## src/rtl/audio_playback_buffer.sv

```systemverilog
// audio_playback_buffer: stereo PCM FIFO + stage register feeding the codec, with ADC capture and underrun tracking
module audio_playback_buffer #(
  parameter int DEPTH = 16,
  parameter int WIDTH = 24,
  parameter logic [WIDTH-1:0] SILENCE = '0
) (
  input  logic                     i_clock_50,
  input  logic                     i_reset,
  input  logic                     i_enable,
  input  logic                     i_in_valid,
  output logic                     o_in_ready,
  input  logic [WIDTH-1:0]         i_in_left,
  input  logic [WIDTH-1:0]         i_in_right,
  input  logic                     i_advance,
  output logic [WIDTH-1:0]         o_dac_left,
  output logic [WIDTH-1:0]         o_dac_right,
  input  logic [WIDTH-1:0]         i_adc_left,
  input  logic [WIDTH-1:0]         i_adc_right,
  output logic [WIDTH-1:0]         o_cap_left,
  output logic [WIDTH-1:0]         o_cap_right,
  output logic                     o_cap_valid,
  output logic [$clog2(DEPTH):0]   o_level,
  output logic                     o_underrun,
  output logic [15:0]              o_underrun_count
);
  localparam int AW = $clog2(DEPTH);
  localparam int LW = AW + 1;

  logic [2*WIDTH-1:0] r_mem [DEPTH];
  logic [AW-1:0]      r_wr, r_rd;
  logic [LW-1:0]      r_level;
  logic [WIDTH-1:0]   r_stage_l, r_stage_r;
  logic               r_stage_valid;
  logic [WIDTH-1:0]   r_cap_l, r_cap_r;
  logic               r_cap_valid, r_underrun;
  logic [15:0]        r_ucnt;
  logic               w_push, w_take, w_pop;

  // ready depends only on registered occupancy, never on advance
  assign o_in_ready = r_level != LW'(DEPTH);
  assign w_push     = i_in_valid & o_in_ready;
  assign w_take     = i_advance & i_enable;
  // pop on a live advance, or prefetch into an empty stage when no advance is pending
  assign w_pop      = (r_level != '0) & (w_take | (!r_stage_valid & !i_advance));

  assign o_dac_left       = (i_enable & r_stage_valid) ? r_stage_l : SILENCE;
  assign o_dac_right      = (i_enable & r_stage_valid) ? r_stage_r : SILENCE;
  assign o_cap_left       = r_cap_l;
  assign o_cap_right      = r_cap_r;
  assign o_cap_valid      = r_cap_valid;
  assign o_level          = r_level;
  assign o_underrun       = r_underrun;
  assign o_underrun_count = r_ucnt;

  // sample storage; stale contents are harmless because pointers reset
  always_ff @(posedge i_clock_50)
    if (w_push) r_mem[r_wr] <= {i_in_left, i_in_right};

  // FIFO pointers and occupancy
  always_ff @(posedge i_clock_50)
    if (i_reset) begin
      r_wr    <= '0;
      r_rd    <= '0;
      r_level <= '0;
    end else begin
      if (w_push) r_wr <= r_wr + AW'(1);
      if (w_pop) r_rd <= r_rd + AW'(1);
      r_level <= r_level + LW'(w_push) - LW'(w_pop);
    end

  // stage register: loaded from head on pop, emptied by an advance that finds the FIFO empty
  always_ff @(posedge i_clock_50)
    if (i_reset) begin
      r_stage_l     <= SILENCE;
      r_stage_r     <= SILENCE;
      r_stage_valid <= 1'b0;
    end else if (w_pop) begin
      {r_stage_l, r_stage_r} <= r_mem[r_rd];
      r_stage_valid          <= 1'b1;
    end else if (w_take) begin
      r_stage_valid <= 1'b0;
    end

  // ADC capture on every advance, underrun pulse and saturating count on live advances
  always_ff @(posedge i_clock_50)
    if (i_reset) begin
      r_cap_l     <= '0;
      r_cap_r     <= '0;
      r_cap_valid <= 1'b0;
      r_underrun  <= 1'b0;
      r_ucnt      <= '0;
    end else begin
      if (i_advance) begin
        r_cap_l <= i_adc_left;
        r_cap_r <= i_adc_right;
      end
      r_cap_valid <= i_advance;
      r_underrun  <= w_take & !r_stage_valid;
      if (w_take & !r_stage_valid & (r_ucnt != 16'hFFFF)) r_ucnt <= r_ucnt + 16'd1;
    end
endmodule

```

## config.mk

```make
export PLATFORM = sky130hd
export DESIGN_NAME = audio_playback_buffer
export DESIGN_NICKNAME = d
export VERILOG_FILES = /design/src/rtl/audio_playback_buffer.sv
export SDC_FILE = /design/constraint.sdc
export NUM_CORES = 1
export LEC_CHECK = 0
export CAP_MARGIN = 5
export CELL_PAD_IN_SITES_DETAIL_PLACEMENT = 0
export CELL_PAD_IN_SITES_GLOBAL_PLACEMENT = 1
export CORE_MARGIN = 2
export CORE_UTILIZATION = 45
export CTS_CLUSTER_SIZE = 30
export DETAILED_ROUTE_END_ITERATION = 8
export GPL_ROUTABILITY_DRIVEN = 0
export PLACE_DENSITY_LB_ADDON = 0.15
export SLEW_MARGIN = 20
export SYNTH_ARGS = -nofsm -noshare
export SYNTH_HDL_FRONTEND = slang
export SYNTH_SLANG_ARGS = --single-unit
export TNS_END_PERCENT = 100
```

## constraint.sdc

```tcl
create_clock -name i_clock_50 -period 5.9 [get_ports i_clock_50]
set_input_delay 1.18 -clock i_clock_50 [delete_from_list [all_inputs] [get_ports i_clock_50]]
set_output_delay 1.18 -clock i_clock_50 [all_outputs]
set_load 0.005 [all_outputs]
```

* Word-level counts from Yosys, hierarchy flattened
Memories as Yosys holds them, arrays and structs flattened. A register that Yosys moved wholly into a read port is not among the register bits.
Index checks and enable logic that the tools add are counted.
** Storage, ports and cells
- Bits in registers :: 80
- Word-level logic and storage cells :: 35
- RAM bits :: 768
- Output and inout bits :: 120
- Memories kept :: 1
** Cells by class
- Mux-type cells :: 6
- Equality and inequality tests :: 2
- Reductions and logical operators :: 4
- Bitwise logic cells :: 8
- $add $sub $neg :: 5
** Memories
- r_mem :: depth 16, bits a word 48, rd ports 1, clocked after memory_dff 1, write ports 1, line 29 : logic [2*WIDTH-1:0] r_mem [DEPTH];
** Operator list (number)
- two-way mux 24 bit :: 2
- adder 16 x 1 -> 16 bit (second input constant) :: 1
- != test 16 bit (second input constant) :: 1
- adder 4 x 1 -> 4 bit (second input constant) :: 2
- AND 1 bit :: 7
- adder 5 x 1 -> 5 bit :: 1
- != test 5 bit (second input constant) :: 1
- nonzero test 5 bit :: 1
- subtractor 5 x 1 -> 5 bit :: 1
- two-way mux 1 bit :: 4
- logical NOT 1 bit :: 2
- nonzero test 2 bit :: 1
- bitwise OR 1 bit :: 1

* Logic depth before layout (Yosys ltp)
Gate-level depths: netlist of the first run.
- Word-level depth :: 5
- Mapped depth :: 15
- Depth with buffers taken out :: 14

* Least setup slack after synthesis of the first run
OpenSTA, ideal clock, no wires.
- Path type :: input port to flip-flop
- Start :: input i_in_valid
- End :: memory r_mem[0][0] (netlist bit) (enable)
- Stages on the path :: 4
- Setup slack :: 497 ps
- Data arrival time :: 4890 ps
- Data required time :: 5387 ps
- Library setup time :: 513 ps
- Cells stage by stage :: and2_1 -> clkbuf_1 -> nand2_1 -> nor3_1
** Between the ends
- Word-level cells in the longest chain between the ends :: 3
** Ends and longest elaborated chain
- from (decl) :: line 10 : input logic i_in_valid,
- AND 1 bit :: line 41 : assign w_push = i_in_valid & o_in_ready;
- two-way mux 1 bit :: line 57 : if (w_push) r_mem[r_wr] <= {i_in_left, i_in_right};
- two-way mux 1 bit (implied by the code) :: line 57
- to (decl) :: line 29
Every way passes these cells.

* Worst setup path after layout of the first run
- Start :: input i_enable
- End :: output o_dac_left[5]
** Between the ends
- Word-level cells in the longest chain between the ends :: 2
** Ends and longest elaborated chain
- from (decl) :: line 9 : input logic i_enable,
- AND 1 bit :: line 46 : assign o_dac_left = (i_enable & r_stage_valid) ? r_stage_l : SILENCE;
- two-way mux 24 bit :: line 46
- to (decl) :: line 15 : output logic [WIDTH-1:0] o_dac_left,
Every way passes these cells.

==> load_flow_metrics.sql, run 1 <==
INSERT INTO impl_metrics (metric_group, metric, value, unit) VALUES
('clock_network', 'cts_resized', '0', ''),
('routing', 'wirelength', '76900', 'um'),
('clock_network', 'numClockSinks', '896', ''),
('final_layout', 'synthToLayoutAreaGrowth', '19.0', '%'),
('clock_network', 'tritoncts_clock_tree', 'yes', ''),
('clock_network', 'cts_max_level', '3', ''),
('worst_setup_path', 'worst-setup-path-type', 'in -> out', ''),
('routing', 'met2_length', '38100', 'um'),
('logic_synthesis', 'seq_area_frac_synth', '75.0', '%'),
('logic_synthesis', 'synthesis.nets', '1810', ''),
('final_layout', 'final_nets', '2068', ''),
('clock_network', 'cts_inserted_buffers', '92', ''),
('sta', 'fin_worst_skew', '0.0203', 'ns'),
('routing', 'wl_met1', '33900', 'um'),
('floorplan', 'fp.coreArea', '0.0756', 'mm2'),
('global_route', 'grt_start_max_net_pins', '117', ''),
('global_route', 'grt_util_all_layers', '19.8', '%'),
('floorplan', 'boundaryPins', '221', ''),
('clock_network', 'max-clock-path-buffers', '3', ''),
('worst_setup_path', 'signal_arrival_time_at_the_worst_endpoint', '2.92', 'ns'),
('sta', 'totalNegativeSetupSlack', '0', 'ns'),
('logic_synthesis', 'synth_ff_type', 'sky130_fd_sc_hd__edfxtp_1', ''),
('logic_synthesis', 'post_synth.cell_area_avg', '20.2', 'um2'),
('sta', 'fin_crit_sh', '69.5', '%'),
('place', 'dp_hpwl', '42900', 'um'),
('routing', 'postRouteAntennaNets', '0', ''),
('global_route', 'grt_pass1_vias', '17400', ''),
('sta', 'relSlewSlack', '28.4', '%'),
('pwr', 'vdd_drop_max', '0.309', 'mV'),
('logic_synthesis', 'synthesis.area', '0.0342', 'mm2'),
('status', 'status', 'finished clean', ''),
('pwr', 'power-per-cell-area', '395', 'mW/mm2'),
('sta', 'worstMarginPinSlew', '1.07', 'ns'),
('place', 'place.detailed.instances', '2833', ''),
('final_layout', 'instances_no_fill', '3011', ''),
('clock_network', 'post-cts-setup-buffer-count', '0', ''),
('routing', 'via_count', '16900', ''),
('logic_synthesis', 'number_of_library_cell_types_mapped_by_synthesis', '48', ''),
('worst_setup_path', 'worst-path-max-fanout', '33', ''),
('global_route', 'grt-ovfl-total', '0', ''),
('routing', 'first_iter_violations', '1273', ''),
('min_path', 'holdCritPathClass', 'reg -> reg', ''),
('routing', 'top_layer_used', 'met5', ''),
('final_layout', 'fillCellCount', '5927', ''),
('routing', 'met3_wirelength', '3200', 'um'),
('sta', 'setup_viol', '0', ''),
('floorplan', 'initial_utilization', '45.2', '%'),
('logic_synthesis', 'synth_seq_cells', '896', ''),
('final_layout', 'antenna-diode-count', '0', ''),
('global_route', 'wire_length_of_the_first_global_routing_pass', '114000', 'um'),
('routing', 'vias_per_cell', '5.60', ''),
('floorplan', 'die_area', '0.0782', 'mm2'),
('place', 'port_buf_inserts', '220', ''),
('clock_network', 'worst_setup_hold_path_clk_slew', '0.06', 'ns'),
('logic_synthesis', 'synth-edff-count', '768', ''),
('global_route', 'grt_antenna_before_repair', '3', ''),
('flow_run', 'timing.max_cap.violations', '0', ''),
('worst_setup_path', 'worst_setup_path_start_kind', 'input port', ''),
('routing', 'first_pass_drt_iterations', '5', ''),
('logic_synthesis', 'synth_cells', '1696', ''),
('sta', 'final_max_slew_viol_count', '0', ''),
('worst_setup_path', 'worst_ep_required_time', '4.72', 'ns'),
('routing', 'wl_per_cell', '25.5', 'um'),
('worst_setup_path', 'worstSetupEndpointType', 'output port', ''),
('logic_synthesis', 'synth.yosys.warnings', '0', ''),
('sta', 'final_period_minus_worst_setup_slack', '4.10', 'ns'),
('clock_network', 'cts-root-buf', 'sky130_fd_sc_hd__clkbuf_16', ''),
('sta', 'final_hold_viol_count', '0', ''),
('logic_synthesis', 'synthArstFlopShare', '0', '%'),
('clock_network', 'holdBufCountCts', '0', ''),
('sta', 'achievable-frequency', '244', 'MHz'),
('clock_network', 'insertion_delay', '0.65', 'ns'),
('sta', 'setup_repair_after_global_routing_missed_its_margin', 'false', ''),
('floorplan', 'die_w', '280', 'um'),
('pwr', 'cellLeakagePower', '13.2', 'nW'),
('floorplan', 'core.rowCount', '101', ''),
('floorplan', 'die_height', '280', 'um'),
('final_layout', 'drive_above_1_share', '19.8', '%'),
('routing', 'detail_route.drc_violations', '0', '');
power breakdown:
group | switching (mW) | internal, mW
Clock | 2.40 | 3.32
Sequential | 0.342 | 7.23
Combinational | 1.30 | 1.46
routing by layer:
layer / vias to the layer above / track usage, %
met1: 8936 / 27.2
li1: 7443 / -
met4: 4 / 5.18
met3: 120 / 3.42
met5: - / 0
met2: 362 / 33.1
flip-flops by register name (all words and copies together), names as in the netlist:
register / cells
r_stage_r: 24
r_wr: 4
o_underrun_count: 16
o_cap_valid: 1
r_stage_l: 24
r_rd: 4
r_stage_valid: 1
o_underrun: 1
o_cap_right: 24
r_mem: 768
o_cap_left: 24
o_level: 5
worst max-delay path: stages:
cell	delay, ns
sky130_fd_sc_hd__buf_2	0.61
sky130_fd_sc_hd__buf_4	0.39
sky130_fd_sc_hd__and3_1	0.20
sky130_fd_sc_hd__clkdlybuf4s50_1	0.50
synthesized netlist by cell type, types with 2 or more instances:
cell type / instances / area share, %
sky130_fd_sc_hd__o311ai_0: 2 / 0.051
sky130_fd_sc_hd__buf_2: 29 / 0.42
sky130_fd_sc_hd__and3_1: 52 / 0.95
sky130_fd_sc_hd__nand2_1: 11 / 0.12
sky130_fd_sc_hd__nand3_1: 6 / 0.088
sky130_fd_sc_hd__nor2b_1: 8 / 0.15
sky130_fd_sc_hd__ha_1: 12 / 0.44
sky130_fd_sc_hd__nand2b_1: 4 / 0.073
sky130_fd_sc_hd__clkbuf_2: 2 / 0.029
sky130_fd_sc_hd__mux4_2: 192 / 13
sky130_fd_sc_hd__nor2_1: 75 / 0.82
sky130_fd_sc_hd__a2bb2oi_1: 48 / 1.2
sky130_fd_sc_hd__edfxtp_1: 768 / 67
sky130_fd_sc_hd__or4_1: 5 / 0.11
sky130_fd_sc_hd__buf_1: 21 / 0.23
sky130_fd_sc_hd__dfxtp_1: 128 / 7.5
sky130_fd_sc_hd__xor2_1: 5 / 0.13
sky130_fd_sc_hd__nor4_1: 4 / 0.073
sky130_fd_sc_hd__a21oi_1: 15 / 0.22
sky130_fd_sc_hd__clkbuf_1: 30 / 0.33
sky130_fd_sc_hd__mux2i_1: 147 / 4.3
sky130_fd_sc_hd__buf_6: 13 / 0.43
sky130_fd_sc_hd__nand4_1: 8 / 0.15
sky130_fd_sc_hd__o31ai_1: 5 / 0.11
sky130_fd_sc_hd__xnor2_1: 3 / 0.077
sky130_fd_sc_hd__or3_1: 2 / 0.037
sky130_fd_sc_hd__o21ai_0: 25 / 0.37
sky130_fd_sc_hd__buf_4: 7 / 0.15
sky130_fd_sc_hd__o41ai_1: 2 / 0.051
sky130_fd_sc_hd__mux2_2: 3 / 0.099
sky130_fd_sc_hd__nor3_1: 8 / 0.12
sky130_fd_sc_hd__o21ai_1: 26 / 0.38
sky130_fd_sc_hd__inv_1: 15 / 0.16
worst paths after layout:
| check | from | endpoint | slack [ns] | cells after the start |
|---|---|---|---|---|
| setup / recovery | i_enable | o_dac_left[5] | 1.80 | 4 |
| setup reg to reg | o_level[2]$_SDFF_PP0_ | r_mem[5][10]$_DFFE_PP_ | 2.75 | 7 |
| hold reg to reg | r_stage_r[1]$_SDFFE_PP0P_ | r_stage_r[1]$_SDFFE_PP0P_ | 0.47 | 2 |
| hold / removal | r_stage_r[1]$_SDFFE_PP0P_ | r_stage_r[1]$_SDFFE_PP0P_ | 0.47 | 2 |
cell type report:
| cell class | instances | area (um2) | area share [%] |
|---|---|---|---|
| inverters | 15 | 56.3 | 0.138 |
| well taps | 978 | 1220 | 3.01 |
| flip-flops and latches | 896 | 25600 | 63.1 |
| repair buffers | 266 | 2690 | 6.61 |
| multi-input cells | 683 | 8070 | 19.8 |
| clock inverters | 51 | 513 | 1.26 |
| clock buffers | 122 | 2470 | 6.09 |
cells in the final DEF, fill, tap and decap left out, drive strengths merged, types with 9 or more instances in the layout:
cell type / n
nand2: 11
dfxtp: 128
a21oi: 15
nor2: 75
clkinv: 38
edfxtp: 768
ha: 12
clkdlybuf4s50: 217
mux2i: 147
inv: 19
mux4: 192
a2bb2oi: 48
buf: 49
and3: 52
nand4: 9
clkbuf: 122
o21ai: 51
cells by family (layout without fill, tap and decap cells):
family          Yosys count  count (layout)  share of synthesized area, %
simple gates            192             192                          2.92
flops                   896             896                          75.0
xor+xnor                  8               8                         0.205
compound gates          128             128                          2.58
buf+inv                 117             454                          1.76
mux                     342             342                          17.1
fa+ha+maj                13              13                         0.498
stage by stage:
| stage | setup slack (ns) | area (um2) | utilization (%) | hold WS (ns) | power [mW] |
|---|---|---|---|---|---|
| floorplan | 0.497 | 34200 | - | 0.430 | 9.63 |
| global placement | 1.85 | 37500 | 49.7 | 0.458 | 10.5 |
| detailed placement | 1.79 | 37500 | 49.7 | 0.464 | 10.5 |
| CTS | 1.79 | 40500 | 53.6 | 0.478 | 16.3 |
| global route | 1.71 | 40700 | 53.8 | 0.489 | 16.7 |
| finish | 1.80 | 40700 | 53.8 | 0.473 | 16.1 |
Power figures use the tool's default switching activity.
==> inputs of run 2 (changes only) <==
Clock period 5.9 ns to 4.1 ns, I/O delays scaled along.
==> load_flow_metrics.sql, run 2 (synthesis results as in run 1) <==
INSERT INTO impl_metrics (metric_group, metric, value, unit) VALUES
('min_path', 'worstHoldStart', 'i_advance', ''),
('worst_setup_path', 'cp_top_family', 'buffers and inverters', ''),
('floorplan', 'initial_utilization', '45.2', '%'),
('final_layout', 'fillCellCount', '5935', ''),
('final_layout', 'commonest_non_fill_non_tap_cell_in_the_layout', 'sky130_fd_sc_hd__edfxtp_1', ''),
('floorplan', 'die_area', '0.0782', 'mm2'),
('routing', 'vias_per_cell', '5.57', ''),
('pwr', 'power-per-cell-area', '563', 'mW/mm2'),
('min_path', 'timing.hold.worst_path_depth', '2', ''),
('place', 'placed_area', '0.0377', 'mm2'),
('clock_network', 'cts-root-buf', 'sky130_fd_sc_hd__clkbuf_16', ''),
('sta', 'final_period_minus_worst_setup_slack', '3.07', 'ns'),
('final_layout', 'largest_reg_flops', '768', ''),
('routing', 'first_pass_drt_iterations', '5', ''),
('worst_setup_path', 'critical_path.slowest_cell', 'sky130_fd_sc_hd__clkdlybuf4s50_1', ''),
('sta', 'final_max_slew_viol_count', '0', ''),
('clock_network', 'holdBufCountCts', '0', ''),
('clock_network', 'cts_max_level', '3', ''),
('routing', 'wl_per_cell', '24.9', 'um'),
('worst_setup_path', 'register_to_register_setup_slack', '1.04', 'ns'),
('final_layout', 'layout_common_cells', 'sky130_fd_sc_hd__edfxtp_1, sky130_fd_sc_hd__clkdlybuf4s50_1, sky130_fd_sc_hd__mux4_2', ''),
('worst_setup_path', 'worstReg2RegStart', 'o_level[2]$_SDFF_PP0_', ''),
('global_route', 'grt_pass1_vias', '17600', ''),
('routing', 'detail_route.drc_violations', '0', ''),
('clock_network', 'cts_inserted_buffers', '93', ''),
('sta', 'totalNegativeSetupSlack', '0', 'ns'),
('final_layout', 'regMostFlops', 'r_mem', ''),
('sta', 'final_hold_viol_count', '0', ''),
('worst_setup_path', 'worst_ep_required_time', '3.28', 'ns'),
('clock_network', 'insertion_delay', '0.64', 'ns'),
('worst_setup_path', 'ff2ff_path_depth', '13', ''),
('floorplan', 'fp.coreArea', '0.0756', 'mm2'),
('status', 'status', 'finished clean', ''),
('min_path', 'holdCritPathClass', 'in -> reg', ''),
('global_route', 'grt-ovfl-total', '0', ''),
('clock_network', 'post-cts-setup-buffer-count', '0', ''),
('sta', 'achievable-frequency', '326', 'MHz'),
('global_route', 'grt_start_max_net_pins', '95', ''),
('sta', 'setup_repair_after_global_routing_missed_its_margin', 'false', ''),
('sta', 'fin_crit_sh', '74.9', '%'),
('final_layout', 'drive_above_1_share', '19.3', '%'),
('routing', 'postRouteAntennaNets', '0', ''),
('floorplan', 'boundaryPins', '221', ''),
('final_layout', 'final_nets', '2071', ''),
('clock_network', 'max-clock-path-buffers', '3', ''),
('pwr', 'post-layout-total-power', '22.9', 'mW'),
('clock_network', 'numClockSinks', '896', ''),
('sta', 'fin_worst_skew', '0.0170', 'ns'),
('place', 'port_buf_inserts', '220', ''),
('clock_network', 'cts_resized', '0', ''),
('pwr', 'cellLeakagePower', '13.1', 'nW'),
('flow_run', 'timing.max_cap.violations', '0', ''),
('final_layout', 'synthToLayoutAreaGrowth', '19.0', '%'),
('worst_setup_path', 'worstSetupEndpointType', 'output port', ''),
('worst_setup_path', 'crit-reg2reg-capture', 'o_level[4]$_SDFF_PP0_', ''),
('global_route', 'grt_antenna_before_repair', '3', ''),
('sta', 'setup_viol', '0', ''),
('worst_setup_path', 'crit_chain', 'buf_4 > and3_1 > clkdlybuf4s50_1', ''),
('sta', 'worstMarginPinSlew', '0.861', 'ns'),
('routing', 'wirelength', '75100', 'um'),
('global_route', 'grt_util_all_layers', '19.5', '%'),
('pwr', 'vdd_drop_max', '0.310', 'mV'),
('global_route', 'wire_length_of_the_first_global_routing_pass', '113000', 'um'),
('worst_setup_path', 'worst_setup_path_start_kind', 'flip-flop', ''),
('floorplan', 'core.rowCount', '101', ''),
('final_layout', 'postLayoutCellArea', '0.0407', 'mm2'),
('worst_setup_path', 'worst-path-max-fanout', '52', ''),
('clock_network', 'tritoncts_clock_tree', 'yes', ''),
('place', 'dp_hpwl', '41500', 'um'),
('routing', 'via_count', '16800', ''),
('worst_setup_path', 'signal_arrival_time_at_the_worst_endpoint', '2.25', 'ns'),
('floorplan', 'die_height', '280', 'um'),
('min_path', 'worstHoldEndpoint', 'r_stage_valid$_SDFFE_PP0P_', ''),
('sta', 'relSlewSlack', '42.6', '%'),
('clock_network', 'worst_setup_hold_path_clk_slew', '0.06', 'ns'),
('worst_setup_path', 'timing.critical_path.buf_inv', '2', ''),
('worst_setup_path', 'worst-setup-path-type', 'reg -> out', ''),
('worst_setup_path', 'timing.critical_path.slowest_cell_delay', '0.51', 'ns'),
('routing', 'first_iter_violations', '1255', ''),
('floorplan', 'die_w', '280', 'um');
## run 2: worst reg2reg max path, delay by kind of cell, from the launching register on
family          cells  cell delay (ns)
compound gates      2             0.25
fa+ha+maj           4             1.00
buf+inv             3             0.19
flops               1             0.32
simple gates        4             1.17
## run 2: worst max-delay path by stage
| stage | start | endpoint | slack [ns] | cells after the start |
|---|---|---|---|---|
| after detailed placement | i_in_valid | o_level[4]$_SDFF_PP0_ | 0.83 | 12 |
| after floorplan | i_in_valid | r_mem[12][0]$_DFFE_PP_ | 0.34 | 4 |
| after global routing | o_level[2]$_SDFF_PP0_ | o_level[4]$_SDFF_PP0_ | 0.81 | 13 |
| after CTS | r_stage_valid$_SDFFE_PP0P_ | o_dac_right[21] | 0.94 | 3 |
| final | r_stage_valid$_SDFFE_PP0P_ | o_dac_right[13] | 1.03 | 3 |
| after global placement | i_in_valid | o_level[4]$_SDFF_PP0_ | 0.83 | 12 |
## run 2: per-stage QoR
stage	setup WS [ns]	std cells	util, %	hold slack, ns
2_1_floorplan	0.343	1696	-	0.430
4_1_cts	0.940	3015	53.8	0.361
5_1_grt	0.812	3015	53.8	0.380
6_report	1.03	3016	53.8	0.390
3_5_place_dp	0.829	2840	49.9	0.462
3_3_place_gp	0.826	2840	49.9	0.456
## run 2: report_power, final
part | leakage [nW] | switching, mW | internal (mW)
registers | 7.99 | 0.418 | 10.4
clock network | 1.41 | 3.41 | 4.57
logic | 3.70 | 1.95 | 2.16
## run 2: per-layer routing
| metal | vias to the layer above | routed length, um | GRT usage [%] |
|---|---|---|---|
| li1 | 7459 | - | - |
| met1 | 8875 | 32900 | 26.3 |
| met2 | 346 | 37300 | 32.9 |
| met3 | 112 | 3230 | 3.52 |
| met4 | 6 | 1600 | 4.92 |
| met5 | - | 45 | 0 |
## run 2: layout make-up
class | count | area (um2) | area share (%)
diodes | 1 | 2.50 | 0.00615
well taps | 978 | 1220 | 3.01
repair buffers | 268 | 2740 | 6.73
inverters | 15 | 56.3 | 0.138
flip-flops and latches | 896 | 25600 | 63.1
multi-input cells | 683 | 8090 | 19.9
clock buffers | 141 | 2630 | 6.47
clock inverters | 34 | 279 | 0.686
